<file path="config.mk">
export PLATFORM = sky130hd
export DESIGN_NAME = fourbyfour_y_reader
export DESIGN_NICKNAME = d
export VERILOG_FILES = /design/src/rtl/fourbyfour_y_reader.sv
export SDC_FILE = /design/constraint.sdc
export NUM_CORES = 1
export LEC_CHECK = 0
export ABC_CLOCK_PERIOD_IN_PS = 3900
export BUFFER_PORTS_ARGS = -buffer_cell sky130_fd_sc_hd__buf_4
export CAP_MARGIN = 10
export CORE_ASPECT_RATIO = 1.75
export CORE_MARGIN = 2
export CORE_UTILIZATION = 45
export CTS_CLUSTER_DIAMETER = 150
export DETAILED_ROUTE_END_ITERATION = 8
export PLACE_DENSITY_LB_ADDON = 0.12
export SETUP_SLACK_MARGIN = 0.2
export SLEW_MARGIN = 20
export SYNTH_ARGS = -nofsm -noshare
export SYNTH_HDL_FRONTEND = slang
export SYNTH_SLANG_ARGS = --single-unit
</file>
<file path="constraint.sdc">
create_clock -name clk -period 3.9 [get_ports clk]
set_input_delay 0.78 -clock clk [delete_from_list [all_inputs] [get_ports clk]]
set_output_delay 0.78 -clock clk [all_outputs]
set_load 0.005 [all_outputs]
</file>
<file path="src/rtl/fourbyfour_y_reader.sv">
// Readout for the 4x4 CNN array: snapshots Y1..Y16 on every ITERS-th frame strobe and
// streams the 16 cell states in raster order over a valid/ready interface.
module fourbyfour_y_reader #(
  parameter int unsigned WIDTH = 9,
  parameter int unsigned ITERS = 1
) (
  input  logic                      clk,
  input  logic                      rst_n,
  input  logic signed [2*WIDTH-1:0] Y1_in,
  input  logic signed [2*WIDTH-1:0] Y2_in,
  input  logic signed [2*WIDTH-1:0] Y3_in,
  input  logic signed [2*WIDTH-1:0] Y4_in,
  input  logic signed [2*WIDTH-1:0] Y5_in,
  input  logic signed [2*WIDTH-1:0] Y6_in,
  input  logic signed [2*WIDTH-1:0] Y7_in,
  input  logic signed [2*WIDTH-1:0] Y8_in,
  input  logic signed [2*WIDTH-1:0] Y9_in,
  input  logic signed [2*WIDTH-1:0] Y10_in,
  input  logic signed [2*WIDTH-1:0] Y11_in,
  input  logic signed [2*WIDTH-1:0] Y12_in,
  input  logic signed [2*WIDTH-1:0] Y13_in,
  input  logic signed [2*WIDTH-1:0] Y14_in,
  input  logic signed [2*WIDTH-1:0] Y15_in,
  input  logic signed [2*WIDTH-1:0] Y16_in,
  input  logic                      frame_strobe,
  input  logic                      clr_overrun,
  output logic signed [2*WIDTH-1:0] out_data,
  output logic                      out_sign,
  output logic [3:0]                out_idx,
  output logic                      out_valid,
  output logic                      out_last,
  input  logic                      out_ready,
  output logic                      busy,
  output logic                      overrun,
  output logic [7:0]                frame_count
);

  localparam int unsigned DW = 2 * WIDTH;

  typedef enum logic [0:0] {StIdle, StStream} state_e;

  state_e        state_q, state_d;
  logic [3:0]    idx_q, idx_d;
  logic [7:0]    it_cnt_q, it_cnt_d;
  logic [7:0]    frame_count_q, frame_count_d;
  logic          overrun_q, overrun_d;
  logic [DW-1:0] s_q [16];
  logic [DW-1:0] y [16];
  logic          due, handshake, last_hs, capture;

  assign y[0]  = Y1_in;
  assign y[1]  = Y2_in;
  assign y[2]  = Y3_in;
  assign y[3]  = Y4_in;
  assign y[4]  = Y5_in;
  assign y[5]  = Y6_in;
  assign y[6]  = Y7_in;
  assign y[7]  = Y8_in;
  assign y[8]  = Y9_in;
  assign y[9]  = Y10_in;
  assign y[10] = Y11_in;
  assign y[11] = Y12_in;
  assign y[12] = Y13_in;
  assign y[13] = Y14_in;
  assign y[14] = Y15_in;
  assign y[15] = Y16_in;

  // Compare in 9 bits so it_cnt+1 cannot wrap onto ITERS.
  assign due = frame_strobe && (({1'b0, it_cnt_q} + 9'd1) == 9'(ITERS));

  always_comb begin
    state_d       = state_q;
    idx_d         = idx_q;
    it_cnt_d      = it_cnt_q;
    frame_count_d = frame_count_q;
    overrun_d     = overrun_q;

    handshake = (state_q == StStream) && out_ready;
    last_hs   = handshake && (idx_q == 4'd15);
    // A due strobe coinciding with the final handshake chains straight into the next frame.
    capture   = due && ((state_q == StIdle) || last_hs);

    if (frame_strobe) begin
      it_cnt_d = due ? 8'd0 : it_cnt_q + 8'd1;
    end

    if (handshake) begin
      if (last_hs) begin
        frame_count_d = frame_count_q + 8'd1;
        state_d       = StIdle;
        idx_d         = 4'd0;
      end else begin
        idx_d = idx_q + 4'd1;
      end
    end

    if (capture) begin
      state_d = StStream;
      idx_d   = 4'd0;
    end

    if (due && !capture) begin
      overrun_d = 1'b1;
    end else if (clr_overrun) begin
      overrun_d = 1'b0;
    end
  end

  always_ff @(posedge clk or negedge rst_n) begin
    if (!rst_n) begin
      state_q       <= StIdle;
      idx_q         <= 4'd0;
      it_cnt_q      <= 8'd0;
      frame_count_q <= 8'd0;
      overrun_q     <= 1'b0;
    end else begin
      state_q       <= state_d;
      idx_q         <= idx_d;
      it_cnt_q      <= it_cnt_d;
      frame_count_q <= frame_count_d;
      overrun_q     <= overrun_d;
    end
  end

  always_ff @(posedge clk or negedge rst_n) begin
    if (!rst_n) begin
      for (int i = 0; i < 16; i++) begin
        s_q[i] <= '0;
      end
    end else if (capture) begin
      for (int i = 0; i < 16; i++) begin
        s_q[i] <= y[i];
      end
    end
  end

  assign out_valid   = (state_q == StStream);
  assign busy        = out_valid;
  assign out_idx     = idx_q;
  assign out_last    = out_valid && (idx_q == 4'd15);
  assign out_data    = out_valid ? s_q[idx_q] : '0;
  assign out_sign    = out_valid & ~out_data[DW-1];
  assign overrun     = overrun_q;
  assign frame_count = frame_count_q;

endmodule

</file>
==> flow_metrics.tcl, run 1 <==
set metrics [dict create \
    die-area_sq_um 34830 \
    totalWireLength_um 39260 \
    grt_overflow 0 \
    min_period_ns 3.574 \
    finalSetupTns_ns 0 \
    drt_iter0_drc 326 \
    register_area_sq_um 7766 \
    syn_to_final_growth_pct 25.25 \
    port-buffer-count 327 \
    die_w_um 141.9 \
    root_buffer "clkbuf_16" \
    finalHoldViolations 0 \
    critical_path_class "reg -> out" \
    cts_tree "yes" \
    switching_share_pct 29.26 \
    async_flop_share_pct 100.0 \
    worst_slew_pin_slew_ns 0.8813 \
    syn_area_sq_um 14980 \
    crit_arrival_ns 2.79 \
    final_min_period_over_clock_period_pct 91.65 \
    slew_headroom_pct 41.25 \
    grt_max_degree 108 \
    dpl.hpwl_um 29170 \
    power.internal_w 0.01022 \
    clk_path_buf_depth 3 \
    crit_path_cell_trace "buf_4, mux4_2, mux4_2, and2_1, buf_4" \
    coreArea_sq_um 32920 \
    gp_congestion 0.7771 \
    p_clk_share_pct 19.4 \
    synth-edff-count 0 \
    row_count 88 \
    num-nets-final 1474 \
    max_stage_delay_ns 0.63 \
    place_area_sq_um 17840 \
    crit_slowest_cell "mux4_2" \
    fill_cells 2676 \
    min_path_type "in -> async" \
    final_design_area_no_fill_sq_um 18760 \
    drv_cap 0 \
    grt_usage_pct 22.79 \
    power_leakage_nw 9.397 \
    antenna_found_initial 3 \
    first_pass_iters 4 \
    critPathMaxFanout 16 \
    post-route-util_pct 57.00 \
    post_route_cells_drive_above_1_share_pct 65.77 \
    grt_setup_unrepaired "no" \
    ys_ff_latch 310 \
    power_density_nw_per_um2 770.3 \
    power_w 0.01445 \
    critPathRequiredTime_ns 3.12 \
    synth_ff_type "dfrtp_1" \
    ys_seq_area_share_pct 51.78 \
    yosys.area.top_type "dfrtp_1" \
    fin_skew_ns 0.02126 \
    start_util_pct 45.51 \
    vias_per_cell 5.342 \
    clk_pin_slew_ns 0.07 \
    setup_slack_ns 0.3256 \
    vias 8553 \
    grt_pass1_wl_um 58570 \
    pwr-share-seq_pct 39.2 \
    wire_per_inst_um 24.52 \
    synth_fp_nets 1145 \
    ant_nets 0 \
    ys_types 33 \
    vdd_drop_max_uv 420.5 \
    drc 0 \
    cts.repair.resized 0 \
    fmax_mhz 279.8 \
    cp-end-kind "primary output" \
    postSynthAreaPerCell_sq_um 17.67 \
    r2r.worst_path.cells 7 \
    yosys-top-cells-area "dfrtp_1, mux2_4, mux4_2, mux2_2, buf_8" \
    clk_latency_ns 0.57 \
    place_ws_ns 0.7568 \
    ys_warn_count 0 \
    startpoint_type "register" \
    postCtsSetupBuffers 0 \
    maxSlewViolCount 0 \
    synth_top_area_share_pct 51.78 \
    first_global_vias 9465 \
    ys_top_cells_by_count "dfrtp_1, mux2_4, mux4_2, mux2_2" \
    setup_viol 0 \
    synth.most_common_cell "dfrtp_1" \
    status "finished, final reports clean" \
    ctsHoldBuffers 0 \
    combPwrFrac_pct 41.4 \
    numCtsBuffers 30 \
    ioPinCount 328 \
    p_sw_w 0.004230 \
    h-tree-depth 1 \
    synthCells 848 \
    cts.sinks 310 \
    multiInputGateArea_sq_um 6731 \
    die_h_um 245.4 \
]
-- cell type report --
| class | count | share of cell area [%] |
|---|---|---|
| clock inverter | 7 | 0.1867 |
| antenna | 1 | 0.01334 |
| inverter | 5 | 0.1000 |
| tap | 405 | 2.701 |
| multi-input combinational | 473 | 35.87 |
| clock buffer | 43 | 4.748 |
| timing repair buffer | 357 | 14.99 |
| sequential | 310 | 41.39 |
-- power groups by stage --
stage	clock [W]	combinational, W	sequential (W)
2_1_floorplan	0	0.00430	0.00528
6_report	0.00280	0.00598	0.00567
3_5_place_dp	0	0.00608	0.00570
4_1_cts	0.00289	0.00610	0.00566
5_1_grt	0.00301	0.00638	0.00584
3_3_place_gp	0	0.00598	0.00565
-- cell usage in the layout, fill, tap and decap left out, types with 5 or more instances in the layout --
master / count
nor2_1: 6
clkbuf_8: 7
buf_4: 346
mux2_2: 69
and2_1: 19
clkbuf_1: 5
xnor2_1: 11
nand2_1: 12
clkinv_2: 7
mux2_4: 220
dfrtp_1: 307
nand3_1: 8
mux4_2: 90
clkbuf_16: 31
buf_12: 10
inv_1: 5
-- cell families (layout without fill, tap and decap cells) --
group	count (synthesis)	after routing	synth area share (%)
other	0	1	0
adder cells (fa/ha/maj)	4	4	0.3341
buffers and inverters	65	412	3.315
multiplexers	381	381	40.90
AO/OA/AOI/OAI	14	14	0.6348
AND/OR/NAND/NOR	59	59	2.163
flip-flops	310	310	51.78
XOR/XNOR	15	15	0.8769
-- sequential cells by signal, indices dropped and copies added, names as in the netlist --
signal,count
out_idx,4
s_q,288
busy,1
overrun,1
frame_count,8
it_cnt_q,8
-- per-layer routing --
metal	part of all wire, %	vias to the layer above	global-route usage [%]
li1	-	3802	-
met1	39	4441	27.96
met4	2.5	4	6.324
met2	52	259	40.06
met5	0.061	-	0
met3	6.4	47	5.531
-- per-stage QoR --
stage | hold WS [ns] | cells
3_5_place_dp | 0.4714 | 1550
2_1_floorplan | 0.4466 | 848
3_3_place_gp | 0.4627 | 1550
6_report | 0.2628 | 1601
5_1_grt | 0.3328 | 1601
4_1_cts | 0.3071 | 1600
-- path summary, 6_finish.rpt --
kind | from | end | slack (ns)
max | out_idx[0] | out_data[12] | 0.33
min in group clk | Y8_in[8] | s_q[152] | 0.44
min | rst_n | frame_count[3] | 0.26
max reg2reg | it_cnt_q[0] | s_q[18] | 0.74
max in group asynchronous | rst_n | s_q[254] | 2.73
min reg2reg | frame_count[7] | frame_count[7] | 0.47
-- critical path, delay by kind of cell (launching register included) --
kind                   cells  cell delay (ns)
and+or+nand+nor            1             0.19
muxes                      2             1.11
buffers and inverters      2             0.49
DFF                        1             0.45
Power figures use the tool's default switching activity.
==> run 2, diff against run 1 <==
ABC_CLOCK_PERIOD_IN_PS = 3500   (was 3900)
CORE_UTILIZATION = 55   (was 45)
SKIP_CTS_REPAIR_TIMING = 1   (was unset)
clock period = 3.5 ns   (was 3.9 ns; I/O delays follow)
==> run 2 against run 1 <==
Critical path depth rose by 1. Wire length grew 1.7%. Die area shrank 18%. Final cell count fell by 3.7%. Hold slack lost 0.12 ns. Critical path type unchanged. Largest power group unchanged.
==> flow_metrics.tcl, run 2 (synthesized netlist as in run 1, its figures left out) <==
set metrics [dict create \
    grt_max_degree 82 \
    setup_slack_ns 0.08880 \
    root_buffer "clkbuf_16" \
    totalWireLength_um 39930 \
    port-buffer-count 327 \
    maxSlewViolCount 0 \
    ant_nets 0 \
    fmax_mhz 293.2 \
    r2r_start "it_cnt_q[0]" \
    ioPinCount 328 \
    h-tree-depth 1 \
    final_common_cell "buf_4" \
    cts_tree "yes" \
    wire_per_inst_um 25.91 \
    post_route_cells_drive_above_1_share_pct 67.05 \
    numCtsBuffers 29 \
    largest_reg_flops 288 \
    final_min_period_over_clock_period_pct 97.46 \
    vias 8782 \
    num-nets-final 1486 \
    die_w_um 128.8 \
    grt_setup_unrepaired "yes" \
    vdd_drop_max_uv 533.6 \
    post-route-util_pct 70.19 \
    power_density_nw_per_um2 886.8 \
    row_count 80 \
    grt_overflow 0 \
    drc 0 \
    cp-end-kind "primary output" \
    fin_skew_ns 0.02261 \
    grt_usage_pct 26.91 \
    min_path_type "in -> async" \
    slew_headroom_pct 54.64 \
    die-area_sq_um 28630 \
    fin_cells 1541 \
    syn_to_final_growth_pct 26.62 \
    clk_pin_slew_ns 0.07 \
    status "finished, final reports clean" \
    vias_per_cell 5.699 \
    drv_cap 0 \
    gp_congestion 0.8243 \
    cts.sinks 310 \
    critical_path_class "reg -> out" \
    first_pass_iters 4 \
    min_period_ns 3.411 \
    die_h_um 222.3 \
    first_global_vias 9738 \
    antenna_found_initial 2 \
    clk_latency_ns 0.56 \
    clk_path_buf_depth 3 \
    regMostFlops "s_q" \
    drt_iter0_drc 386 \
    critPathMaxFanout 8 \
    start_util_pct 55.44 \
    setup_viol 0 \
    place_ws_ns 0.4896 \
    power_leakage_nw 9.527 \
    finalHoldViolations 0 \
    dp_cells 1469 \
    startpoint "out_idx[0]" \
    layout_common_cells "buf_4, dfrtp_1, mux2_4" \
    startpoint_type "register" \
    coreArea_sq_um 27030 \
    worst_slew_pin_slew_ns 0.6804 \
    critPathRequiredTime_ns 2.80 \
    dpl.hpwl_um 27970 \
    grt_pass1_wl_um 57220 \
    crit_arrival_ns 2.71 \
    r2r.worst_path.cells 7 \
]
-- run 2: changes by cell type in the layout (fill, tap and decap cells not counted), sizes merged --
cell,delta
buf,+8
clkinv,+1
inv,+2
clkinvlp,+6
diode,+1
clkbuf,-2
bufinv,+1
-- run 2: final timing paths --
| path | endpoint | slack [ns] |
|---|---|---|
| max | out_data[2] | 0.09 |
| min | frame_count[5] | 0.14 |
| max reg2reg | s_q[30] | 0.46 |
| min reg2reg | frame_count[7] | 0.48 |
| max in group asynchronous | s_q[286] | 2.46 |
| min in group clk | overrun | 0.33 |
-- run 2: worst max-delay path, cell delays in order, from the launching register on --
cell	delay, ns
dfrtp_4	0.44
buf_12	0.16
clkbuf_16	0.19
mux4_2	0.57
mux4_2	0.50
and2_4	0.17
buf_6	0.11
-- run 2: routing by layer --
layer,track usage (%),vias up,wire length (um)
li1,-,3846,-
met1,32.17,4538,14430
met2,47.50,326,21470
met3,5.153,70,2354
met4,10.55,2,1660
met5,0,-,14
-- run 2: per-stage QoR --
stage                     cell area, sq um  hold slack [ns]  TNS, ns  total power [W]
after detailed placement             17700           0.4760        0          0.01307
after CTS                            18630           0.1676  -0.6560          0.01626
after global placement               17700           0.4642        0          0.01287
final                                18970           0.1405        0          0.01682
after global routing                 18970           0.1810        0          0.01756
after floorplan                      14980           0.4044        0          0.01067
-- run 2: where the power goes --
part / internal [W] / switching, W / total [W]
logic: 0.00484 / 0.00249 / 0.00733
clock network: 0.00170 / 0.00143 / 0.00313
registers: 0.00526 / 0.00111 / 0.00637
total: 0.0118 / 0.00503 / 0.0168
-- run 2: layout make-up --
class | count | area, sq um
multi-input combinational | 473 | 6754
antenna | 2 | 5.005
timing repair buffer | 370 | 3080
clock inverter | 17 | 143.9
sequential | 310 | 7765
fill | 1855 | 8056
clock buffer | 36 | 792.0
inverter | 5 | 18.77
tap | 328 | 410.4
==> run 3, diff against run 2 <==
ABC_CLOCK_PERIOD_IN_PS = 3100   (was 3500)
CORE_UTILIZATION = 50   (was 55)
SKIP_LAST_GASP = 1   (was unset)
clock period = 3.1 ns   (was 3.5 ns; I/O delays follow)
==> run 3 against run 2 <==
The flow now finishes with violations (negative setup slack). Die area grew 9.7%. Clock power grew 25%. Global-route usage shrank 2.3 points. Critical path type unchanged. Critical endpoint is now out_data[16]. Highest routed layer is now met4.
==> flow_metrics.tcl, run 3 (synthesized netlist as in run 1, its figures left out) <==
set metrics [dict create \
    post_route_cells_drive_above_1_share_pct 67.87 \
    min_period_ns 3.357 \
    min_path_type "in -> async" \
    maxSlewViolCount 0 \
    power_density_nw_per_um2 1001 \
    worst_slew_pin_slew_ns 0.6748 \
    status "complete, but fails checks" \
    first_pass_iters 4 \
    die_h_um 233.0 \
    start_util_pct 50.98 \
    first_global_vias 9668 \
    grt_max_degree 78 \
    place_area_sq_um 17860 \
    syn_to_final_growth_pct 29.71 \
    die-area_sq_um 31420 \
    final_design_area_no_fill_sq_um 19430 \
    clk_pin_slew_ns 0.07 \
    totalWireLength_um 39480 \
    port-buffer-count 327 \
    final_min_period_over_clock_period_pct 108.3 \
    drt_iter0_drc 346 \
    ant_nets 0 \
    die_w_um 134.9 \
    grt_setup_unrepaired "yes" \
    fmax_mhz 297.9 \
    violations "negative setup slack" \
    layout_common_cells "buf_4, dfrtp_1, mux2_4" \
    critPathMaxFanout 6 \
    numCtsBuffers 29 \
    setup_viol 19 \
    clk_path_buf_depth 3 \
    grt_usage_pct 24.57 \
    cts_tree "yes" \
    drv_cap 0 \
    grt_overflow 0 \
    final_common_cell "buf_4" \
    coreArea_sq_um 29390 \
    ioPinCount 328 \
    row_count 83 \
    r2r_slack_ns 0.29 \
    crit_arrival_ns 2.74 \
    finalHoldViolations 0 \
    num-nets-final 1496 \
    antenna_found_initial 8 \
    fin_skew_ns 0.01230 \
    power_leakage_nw 9.726 \
    critical_path_class "reg -> out" \
    cp-end-kind "primary output" \
    vias_per_cell 5.440 \
    gp_congestion 0.7926 \
    drc 0 \
    power_w 0.01945 \
    regMostFlops "s_q" \
    root_buffer "clkbuf_16" \
    h-tree-depth 1 \
    largest_reg_flops 288 \
    post-route-util_pct 66.12 \
    clk_latency_ns 0.55 \
    hold_slack_ns 0.009780 \
    critPathRequiredTime_ns 2.48 \
    startpoint_type "register" \
    setup_slack_ns -0.2571 \
    wire_per_inst_um 24.52 \
    cts.sinks 310 \
    vias 8758 \
    dpl.hpwl_um 27780 \
    grt_pass1_wl_um 57010 \
    slew_headroom_pct 54.67 \
    vdd_drop_max_uv 617.8 \
]
## run 3: changes by cell type in the layout (fill, tap and decap cells not counted), moves of 4 or more
| cell | delta |
|---|---|
| and2_1 | -6 |
| and2_4 | +6 |
| buf_12 | +5 |
| buf_4 | -7 |
| buf_6 | +9 |
| bufinv_16 | +4 |
| clkbuf_8 | +5 |
| clkinvlp_4 | -4 |
| diode_2 | +6 |
## run 3: power breakdown
| group | leakage, nW | switching, W | total (W) | internal, W |
|---|---|---|---|---|
| Combinational | 5.34 | 0.00284 | 0.00846 | 0.00561 |
| Clock | 0.513 | 0.00157 | 0.00391 | 0.00234 |
| Sequential | 3.87 | 0.00115 | 0.00708 | 0.00594 |
## run 3: per-layer routing
layer  vias to the layer above  track usage (%)  share of wire, %
li1                       3879                -                 -
met1                      4531            29.50                37
met2                       289            43.70                54
met3                        59            4.074               5.1
met4                         0            9.836               3.7
met5                         -                0                 0
## run 3: area by class of cell
cell class | count | area, sq um
sequential | 310 | 7765
clock buffer | 41 | 860.8
timing repair buffer | 380 | 3329
inverter | 5 | 18.77
fill | 2153 | 9957
multi-input combinational | 473 | 6771
clock inverter | 11 | 188.9
antenna | 8 | 20.02
tap | 382 | 478.0
## run 3: critical path: stages, from the launching register on
cell	delay [ns]
dfrtp_4	0.55
clkbuf_16	0.20
buf_6	0.09
mux4_2	0.57
mux4_2	0.48
and2_4	0.17
buf_6	0.11
## run 3: worst paths after layout
path,cells past startpoint,endpoint,start
worst min register to register,1,frame_count[7],frame_count[7]
worst min-delay path,1,frame_count[5],rst_n
worst max-delay path,6,out_data[16],out_idx[0]
worst max register to register,8,s_q[57],it_cnt_q[0]
max in group asynchronous,2,s_q[228],rst_n
min in group clk,2,overrun,clr_overrun
## run 3: stage by stage
| step | setup slack (ns) | setup TNS (ns) | cells |
|---|---|---|---|
| 2_1_floorplan | 0.2595 | 0 | 848 |
| 3_5_place_dp | 0.1971 | 0 | 1527 |
| 4_1_cts | -0.3202 | -4.817 | 1579 |
| 5_1_grt | -0.3027 | -5.295 | 1610 |
| 3_3_place_gp | 0.2335 | 0 | 1527 |
| 6_report | -0.2571 | -4.237 | 1610 |
